### config.mk
export PLATFORM = sky130hd
export DESIGN_NAME = tx_underrun_reporter_flat
export DESIGN_NICKNAME = d
export VERILOG_FILES = /design/src/rtl/tx_underrun_rpt_pkg.sv /design/src/rtl/tx_underrun_reporter_if.sv /design/src/rtl/underrun_edge_counter.sv /design/src/rtl/tx_underrun_reporter.sv /design/src/flat_wrapper.sv
export SDC_FILE = /design/constraint.sdc
export NUM_CORES = 1
export LEC_CHECK = 0
export ABC_CLOCK_PERIOD_IN_PS = 4900
export BUFFER_PORTS_ARGS = -buffer_cell sky130_fd_sc_hd__buf_2
export CAP_MARGIN = 20
export CORE_UTILIZATION = 60
export DETAILED_ROUTE_END_ITERATION = 10
export GPL_ROUTABILITY_DRIVEN = 0
export PLACE_DENSITY = 0.85
export SETUP_SLACK_MARGIN = 0.3
export SKIP_CTS_REPAIR_TIMING = 1
export SYNTH_ARGS = -nofsm -noshare
export SYNTH_HDL_FRONTEND = slang
export SYNTH_SLANG_ARGS = --single-unit
### constraint.sdc
create_clock -name txclk -period 4.9 [get_ports txclk]
set_input_delay 0.735 -clock txclk [delete_from_list [all_inputs] [get_ports txclk]]
set_output_delay 0.735 -clock txclk [all_outputs]
set_load 0.02 [all_outputs]
### src/rtl/tx_underrun_rpt_pkg.sv
// Shared types and constants for the TX underrun status reporter.
package tx_underrun_rpt_pkg;

  typedef enum logic [2:0] {
    ST_IDLE,
    ST_W0,
    ST_W1,
    ST_TS_LO,
    ST_TS_HI,
    ST_CNT,
    ST_DONE
  } rpt_state_e;

  localparam logic [3:0]  PKT_TAG_DEFAULT = 4'hA;
  localparam int unsigned TS_WORDS        = 2;
  localparam logic [15:0] SAT_COUNT       = 16'hFFFF;

  // Value of W1: number of words that follow it in the packet.
  function automatic logic [15:0] w1_words(input int unsigned num_chan, input bit with_ts);
    return with_ts ? 16'(num_chan + TS_WORDS) : 16'(num_chan);
  endfunction

endpackage

### src/rtl/tx_underrun_reporter_if.sv
// RX in-band write handshake shared with the command reader.
interface tx_underrun_reporter_if;

  logic [15:0] rx_databus;
  logic        rx_WR;
  logic        rx_WR_done;
  logic        rx_WR_enabled;

  modport master (
    output rx_databus,
    output rx_WR,
    output rx_WR_done,
    input  rx_WR_enabled
  );

  modport slave (
    input  rx_databus,
    input  rx_WR,
    input  rx_WR_done,
    output rx_WR_enabled
  );

endinterface

### src/rtl/underrun_edge_counter.sv
// Per-channel underrun edge detector with 16-bit saturating counter and pending flag.
module underrun_edge_counter
  import tx_underrun_rpt_pkg::*;
(
  input  logic        clk,
  input  logic        rst,
  input  logic        underrun,
  input  logic        clear,
  input  logic        take,
  output logic [15:0] count,
  output logic        pend
);

  logic underrun_q;
  logic underrun_q2;
  logic rise;

  always_ff @(posedge clk or posedge rst) begin
    if (rst) begin
      underrun_q  <= 1'b0;
      underrun_q2 <= 1'b0;
    end else begin
      underrun_q  <= underrun;
      underrun_q2 <= underrun_q;
    end
  end

  assign rise = underrun_q & ~underrun_q2;

  // A rising edge coincident with clear survives the clear.
  always_ff @(posedge clk or posedge rst) begin
    if (rst) begin
      count <= 16'd0;
      pend  <= 1'b0;
    end else if (clear) begin
      count <= rise ? 16'd1 : 16'd0;
      pend  <= rise;
    end else begin
      if (rise && (count != SAT_COUNT)) begin
        count <= count + 16'd1;
      end
      if (rise) begin
        pend <= 1'b1;
      end else if (take) begin
        pend <= 1'b0;
      end
    end
  end

endmodule

### src/rtl/tx_underrun_reporter.sv
// Counts TX underruns per channel and emits rate-limited status packets on the RX in-band path.
// Optional timestamp words: define TX_UNDERRUN_RPT_TIMESTAMP_EN.
module tx_underrun_reporter
  import tx_underrun_rpt_pkg::*;
#(
  parameter int unsigned NUM_CHAN = 2,
  parameter int unsigned HOLDOFF  = 1024,
  parameter logic [3:0]  PKT_TAG  = PKT_TAG_DEFAULT
) (
  input  logic                     txclk,
  input  logic                     reset,
  input  logic [NUM_CHAN-1:0]      tx_underrun,
  input  logic                     clear_status,
  input  logic                     report_enable,
  input  logic [31:0]              timestamp_clock,
  tx_underrun_reporter_if.master   rx,
  output logic [16*NUM_CHAN-1:0]   underrun_count,
  output logic                     busy
);

  localparam int unsigned IDX_W  = (NUM_CHAN > 1) ? $clog2(NUM_CHAN) : 1;
  localparam int unsigned HOLD_W = (HOLDOFF > 0) ? $clog2(HOLDOFF + 1) : 1;
`ifdef TX_UNDERRUN_RPT_TIMESTAMP_EN
  localparam logic [15:0] W1_WORD = w1_words(NUM_CHAN, 1'b1);
`else
  localparam logic [15:0] W1_WORD = w1_words(NUM_CHAN, 1'b0);
`endif

  rpt_state_e        state;
  rpt_state_e        state_nxt;
  logic [IDX_W-1:0]  idx;
  logic [IDX_W-1:0]  idx_nxt;
  logic              take;
  logic              load;
  logic              start;
  logic              en;
  logic [15:0]       word_nxt;
  logic [15:0]       databus_q;
  logic              word_valid;
  logic              done_q;
  logic [HOLD_W-1:0] hold;
  logic [NUM_CHAN-1:0] pend;
  logic [15:0]       live_cnt [NUM_CHAN];
  logic [15:0]       snap_cnt [NUM_CHAN];
`ifdef TX_UNDERRUN_RPT_TIMESTAMP_EN
  logic [31:0]       snap_ts;
`else
  logic              unused_ts;
  assign unused_ts = ^timestamp_clock;
`endif

  for (genvar k = 0; k < NUM_CHAN; k++) begin : g_chan
    underrun_edge_counter u_cnt (
      .clk      (txclk),
      .rst      (reset),
      .underrun (tx_underrun[k]),
      .clear    (clear_status),
      .take     (take),
      .count    (live_cnt[k]),
      .pend     (pend[k])
    );
    assign underrun_count[16*k +: 16] = live_cnt[k];
  end

  assign en    = rx.rx_WR_enabled;
  assign start = (|pend) && report_enable && en && (hold == '0);

  // Next state; word_nxt is the value rx_databus takes when the FSM moves to a new word.
  always_comb begin
    state_nxt = state;
    idx_nxt   = idx;
    take      = 1'b0;
    load      = 1'b0;
    word_nxt  = databus_q;
    case (state)
      ST_IDLE: begin
        if (start) begin
          state_nxt = ST_W0;
          take      = 1'b1;
          load      = 1'b1;
          word_nxt  = {PKT_TAG, 10'b0, 2'(pend)};
        end
      end
      ST_W0: begin
        if (en) begin
          state_nxt = ST_W1;
          load      = 1'b1;
          word_nxt  = W1_WORD;
        end
      end
      ST_W1: begin
        if (en) begin
          load = 1'b1;
`ifdef TX_UNDERRUN_RPT_TIMESTAMP_EN
          state_nxt = ST_TS_LO;
          word_nxt  = snap_ts[15:0];
`else
          state_nxt = ST_CNT;
          idx_nxt   = '0;
          word_nxt  = snap_cnt[0];
`endif
        end
      end
`ifdef TX_UNDERRUN_RPT_TIMESTAMP_EN
      ST_TS_LO: begin
        if (en) begin
          state_nxt = ST_TS_HI;
          load      = 1'b1;
          word_nxt  = snap_ts[31:16];
        end
      end
      ST_TS_HI: begin
        if (en) begin
          state_nxt = ST_CNT;
          idx_nxt   = '0;
          load      = 1'b1;
          word_nxt  = snap_cnt[0];
        end
      end
`endif
      ST_CNT: begin
        if (en) begin
          if (idx == IDX_W'(NUM_CHAN - 1)) begin
            state_nxt = ST_DONE;
          end else begin
            idx_nxt  = idx + IDX_W'(1);
            load     = 1'b1;
            word_nxt = snap_cnt[idx_nxt];
          end
        end
      end
      ST_DONE: state_nxt = ST_IDLE;
      default: state_nxt = ST_IDLE;
    endcase
  end

  always_ff @(posedge txclk or posedge reset) begin
    if (reset) begin
      state      <= ST_IDLE;
      idx        <= '0;
      databus_q  <= 16'd0;
      word_valid <= 1'b0;
      done_q     <= 1'b0;
      busy       <= 1'b0;
    end else begin
      state      <= state_nxt;
      idx        <= idx_nxt;
      if (load) begin
        databus_q <= word_nxt;
      end
      word_valid <= state_nxt inside {ST_W0, ST_W1, ST_TS_LO, ST_TS_HI, ST_CNT};
      done_q     <= (state_nxt == ST_DONE);
      busy       <= (state_nxt != ST_IDLE);
    end
  end

  // Holdoff reloads in DONE; W0 itself carries the pending snapshot.
  always_ff @(posedge txclk or posedge reset) begin
    if (reset) begin
      hold     <= '0;
      snap_cnt <= '{default: 16'd0};
`ifdef TX_UNDERRUN_RPT_TIMESTAMP_EN
      snap_ts  <= 32'd0;
`endif
    end else begin
      if (state == ST_DONE) begin
        hold <= HOLD_W'(HOLDOFF);
      end else if (hold != '0) begin
        hold <= hold - HOLD_W'(1);
      end
      if (take) begin
        snap_cnt <= live_cnt;
`ifdef TX_UNDERRUN_RPT_TIMESTAMP_EN
        snap_ts  <= timestamp_clock;
`endif
      end
    end
  end

  assign rx.rx_databus = databus_q;
  assign rx.rx_WR      = word_valid & en;
  assign rx.rx_WR_done = done_q;

endmodule

### src/flat_wrapper.sv
// flat-port wrapper written by rule: the top's interface ports become plain ports
module tx_underrun_reporter_flat import tx_underrun_rpt_pkg::*;
#(
  parameter int unsigned NUM_CHAN = 2,
  parameter int unsigned HOLDOFF  = 1024,
  parameter logic [3:0]  PKT_TAG  = PKT_TAG_DEFAULT
)
  (txclk, reset, tx_underrun, clear_status, report_enable, timestamp_clock, underrun_count, busy, rx_rx_databus, rx_rx_WR, rx_rx_WR_done, rx_rx_WR_enabled);
  tx_underrun_reporter_if rx_i ();
  input  logic txclk;
  input  logic reset;
  input  logic [NUM_CHAN-1:0] tx_underrun;
  input  logic clear_status;
  input  logic report_enable;
  input  logic [31:0] timestamp_clock;
  output logic [16*NUM_CHAN-1:0] underrun_count;
  output logic busy;
  output wire logic [$bits(rx_i.rx_databus)-1:0] rx_rx_databus;
  output wire logic [$bits(rx_i.rx_WR)-1:0] rx_rx_WR;
  output wire logic [$bits(rx_i.rx_WR_done)-1:0] rx_rx_WR_done;
  input wire logic [$bits(rx_i.rx_WR_enabled)-1:0] rx_rx_WR_enabled;
  assign rx_rx_databus = rx_i.rx_databus;
  assign rx_rx_WR = rx_i.rx_WR;
  assign rx_rx_WR_done = rx_i.rx_WR_done;
  assign rx_i.rx_WR_enabled = rx_rx_WR_enabled;
  tx_underrun_reporter #(.NUM_CHAN(NUM_CHAN), .HOLDOFF(HOLDOFF), .PKT_TAG(PKT_TAG)) u_core (.txclk(txclk), .reset(reset), .tx_underrun(tx_underrun), .clear_status(clear_status), .report_enable(report_enable), .timestamp_clock(timestamp_clock), .rx(rx_i), .underrun_count(underrun_count), .busy(busy));
endmodule
# ---- Word level (Yosys, flattened, before mapping)
# Cells that the tools add are included.
dict set report classes {
  mux 38
  magnitude_cmp 1
  add_sub_neg 4
  n_eq_ne 17
  bitwise_logic 6
  reduce_logical 21
}
# cell count
set op_table {}
lappend op_table {{2-to-1 mux 16 bit} 12}
lappend op_table {{case mux 16 bit (4 select lines)} 1}
lappend op_table {{adder 16 x 1 -> 16 bit (second input constant)} 2}
lappend op_table {{inequality test 16 bit (second input constant)} 2}
lappend op_table {{2-to-1 mux 11 bit} 2}
lappend op_table {{equality test 3 bit (second input constant)} 5}
lappend op_table {{2-to-1 mux 1 bit} 15}
lappend op_table {{2-to-1 mux 3 bit} 5}
lappend op_table {{case mux 3 bit (4 select lines)} 1}
lappend op_table {{logical NOT 11 bit} 1}
lappend op_table {{nonzero test 11 bit} 1}
lappend op_table {{subtractor 11 x 1 -> 11 bit (second input constant)} 1}
lappend op_table {{equality test 3 x 2 -> 1 bit (second input constant)} 3}
lappend op_table {{nonzero test 3 bit} 3}
lappend op_table {{inequality test 2 bit (second input constant)} 4}
lappend op_table {{nonzero test 2 bit} 4}
lappend op_table {{AND reduction 7 bit} 1}
lappend op_table {{equality test 3 x 1 -> 1 bit (second input constant)} 2}
lappend op_table {{logical AND 1 bit} 5}
lappend op_table {{nonzero test 5 bit} 1}
lappend op_table {{nonzero test 4 bit} 1}
lappend op_table {{OR reduction 2 bit} 2}
lappend op_table {{AND 1 bit} 3}
lappend op_table {{logical NOT 3 bit} 1}
lappend op_table {{other kinds (8)} 9}
dict set report word_totals {
  word_cells 104
  in_bits 39
  regBits 104
}

# ---- Depth between registers and ports, before layout
dict set report depth {
  depth_word 9
  ltp_mapped 7
  depth_no_buf 6
}

# ---- Cells and area by module
# A second synthesis with hierarchy kept.
dict set report unflattened {
  cells_unflattened 457
  hier_area_um2 5162.5
}
# module cells_per_inst area_each_um2 n_inst
set by_module_without_submodules {}
lappend by_module_without_submodules {tx_underrun_reporter 245 3093.0 1}
lappend by_module_without_submodules {underrun_edge_counter 106 1034.7 2}

# ---- Worst setup path after synthesis
# OpenSTA, ideal clock, no wires.
dict set report synth_path {
  path_type {register -> register}
  startpoint {register u_core.g_chan[0].u_cnt.count[0]}
  endpoint {register u_core.g_chan[0].u_cnt.count[0]}
  path_buffers 1
  stages_incl_launch_ff 7
  setup_time_ps 120
  arrival_time_ps 2098
  slack_ps 2682
  t_required_ps 4780
  path_cell_list {dfrtp_1 ha_1 nand4_1 nor4_1 buf_2 o31ai_1 a31o_2}
}
dict set report synth_between {
  elab_chain_cells 3
  word_cells_on_any_way 6
}
# item line_no
set synth_lines {}
lappend synth_lines {{start: declaration} underrun_edge_counter.sv:10} ;# output logic [15:0] count,
lappend synth_lines {{start signal: assignment} underrun_edge_counter.sv:36} ;# count <= rise ? 16'd1 : 16'd0;
lappend synth_lines {{start signal: assignment} underrun_edge_counter.sv:40} ;# count <= count + 16'd1;
lappend synth_lines {{adder 16 x 1 -> 16 bit or inequality test 16 bit (tied branches)} {underrun_edge_counter.sv:40, underrun_edge_counter.sv:39}}
lappend synth_lines {{2-to-1 mux 16 bit or logical AND 1 bit (tied branches)} underrun_edge_counter.sv:39} ;# if (rise && (count != SAT_COUNT)) begin
lappend synth_lines {{2-to-1 mux 16 bit or nonzero test 2 bit (tied branches)} n/a}
# Several ways; a longest one is shown, not always the timed one. The select of a mux whose other input is x is not followed.
# A chain may end at the register's enable or synchronous reset.

# ---- Worst setup path in the final report
dict set report layout_path {
  startpoint {register u_core.hold[3]}
  endpoint {register u_core.snap_cnt[14] in the netlist's numbering}
}
dict set report layout_between {
  elab_chain_cells 4
}
# item line_no
set layout_lines {}
lappend layout_lines {{start: declaration} tx_underrun_reporter.sv:41} ;# logic [HOLD_W-1:0] hold;
lappend layout_lines {{start signal: assignment} tx_underrun_reporter.sv:167} ;# hold <= HOLD_W'(HOLDOFF);
lappend layout_lines {{start signal: assignment} tx_underrun_reporter.sv:169} ;# hold <= hold - HOLD_W'(1);
lappend layout_lines {{logical NOT 11 bit} tx_underrun_reporter.sv:66} ;# assign start = (|pend) && report_enable && en && (hold == '0);
lappend layout_lines {{logical AND 1 bit} tx_underrun_reporter.sv:66}
lappend layout_lines {{2-to-1 mux 1 bit} tx_underrun_reporter.sv:77} ;# if (start) begin
lappend layout_lines {{2-to-1 mux 1 bit} tx_underrun_reporter.sv:75} ;# case (state)
lappend layout_lines {{end signal: assignment} tx_underrun_reporter.sv:172} ;# snap_cnt <= live_cnt;
lappend layout_lines {{end: declaration} tx_underrun_reporter.sv:44} ;# logic [15:0] snap_cnt [NUM_CHAN];
# No other way between the ends.

==> impl_metrics.csv <==
group,metric,value,unit
logic_synthesis,synth_area_leaders,"dfrtp_1 (52%), mux2_4 (7.4%), mux2_2 (5.1%)",
logic_synthesis,ys_ff_latch,104,
flow_run,maxCapViolCount,0,
clocking,clock_latency,370,ps
clocking,clk_pin_slew_worst_paths,90,ps
routing,drtPass1Iterations,5,
global_route,grt_usage,0.267,
clocking,htreeDepth,3,
logic_synthesis,yosysWarningCount,0,
sta,skew,14.5,ps
logic_synthesis,mappedNetlistArea,0.00505,mm²
finish,multi_input_area,0.00229,mm²
logic_synthesis,yosys.area.top_type,"dfrtp_1",
clocking,cts_root_buf,"clkbuf_8",
finish,finalNonFillerCells,600,
global_route,grt_pass1_vias,3669,
finish,n_fill_cell,600,
placement,place_inst,584,
clocking,cts_buffer_depth,2,
routing,viasPerCell,6.44,
pwr,power_density,374,mW/mm²
logic_synthesis,ys_types,54,
pwr,p_int,1440,µW
global_route,grt_pass1_wl,18000,µm
setup_path,arrival,3060,ps
sta,fin_tns_setup,0,ps
routing,drt_iter0_markers,299,
finish,diodes,0,
pwr,clockPowerShare,0.291,
sta,relSlewSlack,0.337,
floorplan,core-area,0.00818,mm²
floorplan,pin_count,90,
clocking,cts_tree,"done",
logic_synthesis,synth.avg_cell_area,11.5,µm²
logic_synthesis,yosysSeqAreaShare,0.515,
sta,finalCritPeriodShare,0.575,
pwr,power.share.sequential,0.484,
pwr,p_comb_frac,0.226,
run_status,status,"finished, final reports clean",
pwr,swShare,0.315,
pwr,switching_power,664,µW
logic_synthesis,synth-main-ff-cell,"dfrtp_1",
sta,tightestPinTransition,995,ps
floorplan,die_h,93.8,µm
worst_hold_path,hp-class,"reg -> reg",
logic_synthesis,synth_top_area_frac,0.515,
logic_synthesis,synthArstFlopShare,1.00,
routing,ant_nets,0,
routing,drc_errors,0,
floorplan,start_util,0.618,
placement,port_buffers,57,
sta,fin_crit,2820,ps
sta,slew_violations,0,
logic_synthesis,synthCells,440,
logic_synthesis,synthesis.nets,483,
clocking,cts.sinks,104,
clocking,cts-buffers-inserted,9,
setup_path,start_kind,"flop",
pwr,ir_drop,0.000184,V
placement,dp_hpwl,7450,µm
pwr,total_power,2100,µW
setup_path,crit_required,5150,ps
sta,rsz0062_at_grt,"no",
setup_path,cp_max_fo,37,
floorplan,rows,33,
finish,finish.net_count,534,
routing,num_vias,3862,
logic_synthesis,synth-edff-count,0,
sta,finalSetupViolCount,0,
routing,wl,11200,µm
global_route,grt_max_degree,61,
floorplan,die_area,0.00879,mm²
pwr,leakagePower,0.00263,µW
finish,syn2layout_area_growth,11.4,%
routing,wl_per_cell,18.7,µm
setup_path,criticalPathCategory,"reg -> reg",
global_route,grt_overflow,0,
floorplan,die_x,93.8,µm
sta,hold_violations,0,
finish,seqCellArea,0.00260,mm²
finish,drive_gt1_frac,0.273,
global_route,antenna_found_initial,0,
setup_path,endpoint_kind,"flop",
sta,max_freq,355,MHz
-- synth_stat cells (all sizes together) (3+ instances only) --
master and number:
dfrtp 104, mux2 49, a21oi 34, or4 22, nand2 19, o31ai 19
clkbuf 15, nand3 15, inv 14, nor2 13, o21ai 13, a22o 12
nand4 10, nor3 10, nand2b 8, or3 7, buf 6, nor4 6
o311ai 6, nor2b 5, o41ai 5, and3 4, and4 4, ha 4
a211oi 3, a31o 3, o211ai 3
-- area by class of cell --
cell class	instances	share of cell area
timing repair buffer	61	0.0556
sequential	104	0.463
tap	105	0.0234
clock inverter	4	0.0136
inverter	15	0.0105
clock buffer	11	0.0269
multi-input combinational	300	0.407
-- logic make-up (layout without fill, tap and decap cells) --
group / after synthesis / in the layout / synth area share
mux: 51 / 51 / 0.132
xor+xnor: 1 / 1 / 0.00173
flops: 104 / 104 / 0.515
fa+ha+maj: 4 / 4 / 0.00991
simple gates: 130 / 130 / 0.152
buf+inv: 36 / 91 / 0.0332
compound gates: 114 / 114 / 0.156
-- metal layers --
| layer | wire length, µm | global-route usage | vias up |
|---|---|---|---|
| met5 | 0 | 0 | - |
| met4 | 102 | 0.0859 | 0 |
| met3 | 556 | 0.0364 | 11 |
| met2 | 5540 | 0.440 | 116 |
| met1 | 4990 | 0.366 | 1943 |
| li1 | - | - | 1792 |
-- registers in the layout, indices dropped and copies added (netlist names) --
signal and count:
u_core.idx 1, u_core.g_chan.u_cnt.underrun_q 2, u_core.word_valid 1, u_core.busy 1
u_core.snap_cnt 32, u_core.g_chan.u_cnt.pend 2, u_core.g_chan.u_cnt.count 32, u_core.state 3
u_core.rx.rx_databus 16, u_core.rx.rx_WR_done 1, u_core.hold 11, u_core.g_chan.u_cnt.underrun_q2 2
-- power by group through the flow --
stage / Clock [µW] / Combinational, µW / Sequential [µW]
after floorplan: 0 / 350 / 1040
after global placement: 0 / 439 / 1030
after detailed placement: 0 / 463 / 1030
after CTS: 613 / 466 / 1020
after global routing: 650 / 523 / 1030
final: 611 / 475 / 1020
-- final timing paths --
kind,start,to,slack [ps],cells after the start
min in group asynchronous,reset,u_core.rx.rx_databus[15]$_DFFE_PP0P_,460,2
worst max-delay path,u_core.hold[3]$_DFFE_PP0P_,u_core.snap_cnt[14]$_DFFE_PP0P_,2080,4
worst min-delay path,u_core.g_chan[0].u_cnt.underrun_q$_DFF_PP0_,u_core.g_chan[0].u_cnt.underrun_q2$_DFF_PP0_,400,0
worst min register to register,u_core.g_chan[0].u_cnt.underrun_q$_DFF_PP0_,u_core.g_chan[0].u_cnt.underrun_q2$_DFF_PP0_,400,0
max in group asynchronous,reset,u_core.g_chan[0].u_cnt.count[7]$_DFFE_PP0P_,3350,3
worst max register to register,u_core.hold[3]$_DFFE_PP0P_,u_core.snap_cnt[14]$_DFFE_PP0P_,2080,4
-- worst max-delay path: stages (launching register included) --
cell     delay [ps]
dfrtp_1         420
or4_1           730
nor3_4          450
nand3_4         580
mux2_4          500
-- placed cells by master, fill, tap and decap left out, types with 7 or more instances in the layout --
cell type | netlist | routed
a21oi_1 | 33 | 33
a22o_1 | 12 | 12
buf_2 | 2 | 58
clkbuf_8 | 0 | 11
dfrtp_1 | 104 | 104
inv_1 | 14 | 13
mux2_2 | 23 | 23
mux2_4 | 25 | 25
nand2_1 | 19 | 19
nand2b_1 | 8 | 8
nand3_1 | 14 | 14
nand4_1 | 10 | 10
nor2_1 | 13 | 13
nor3_1 | 9 | 8
o21ai_0 | 13 | 13
o31ai_1 | 19 | 19
or3_1 | 7 | 7
or4_1 | 22 | 22
-- stage by stage --
stage          instance area, µm²  hold slack (ps)  worst slack, ps   util
2_1_floorplan                5050              368             1430      -
3_3_place_gp                 5390              381             2210  0.659
3_5_place_dp                 5390              386             2120  0.659
4_1_cts                      5620              407             2080  0.687
5_1_grt                      5630              424             1980  0.688
6_report                     5630              403             2080  0.688
No activity file was read; power rests on OpenSTA's default activity.
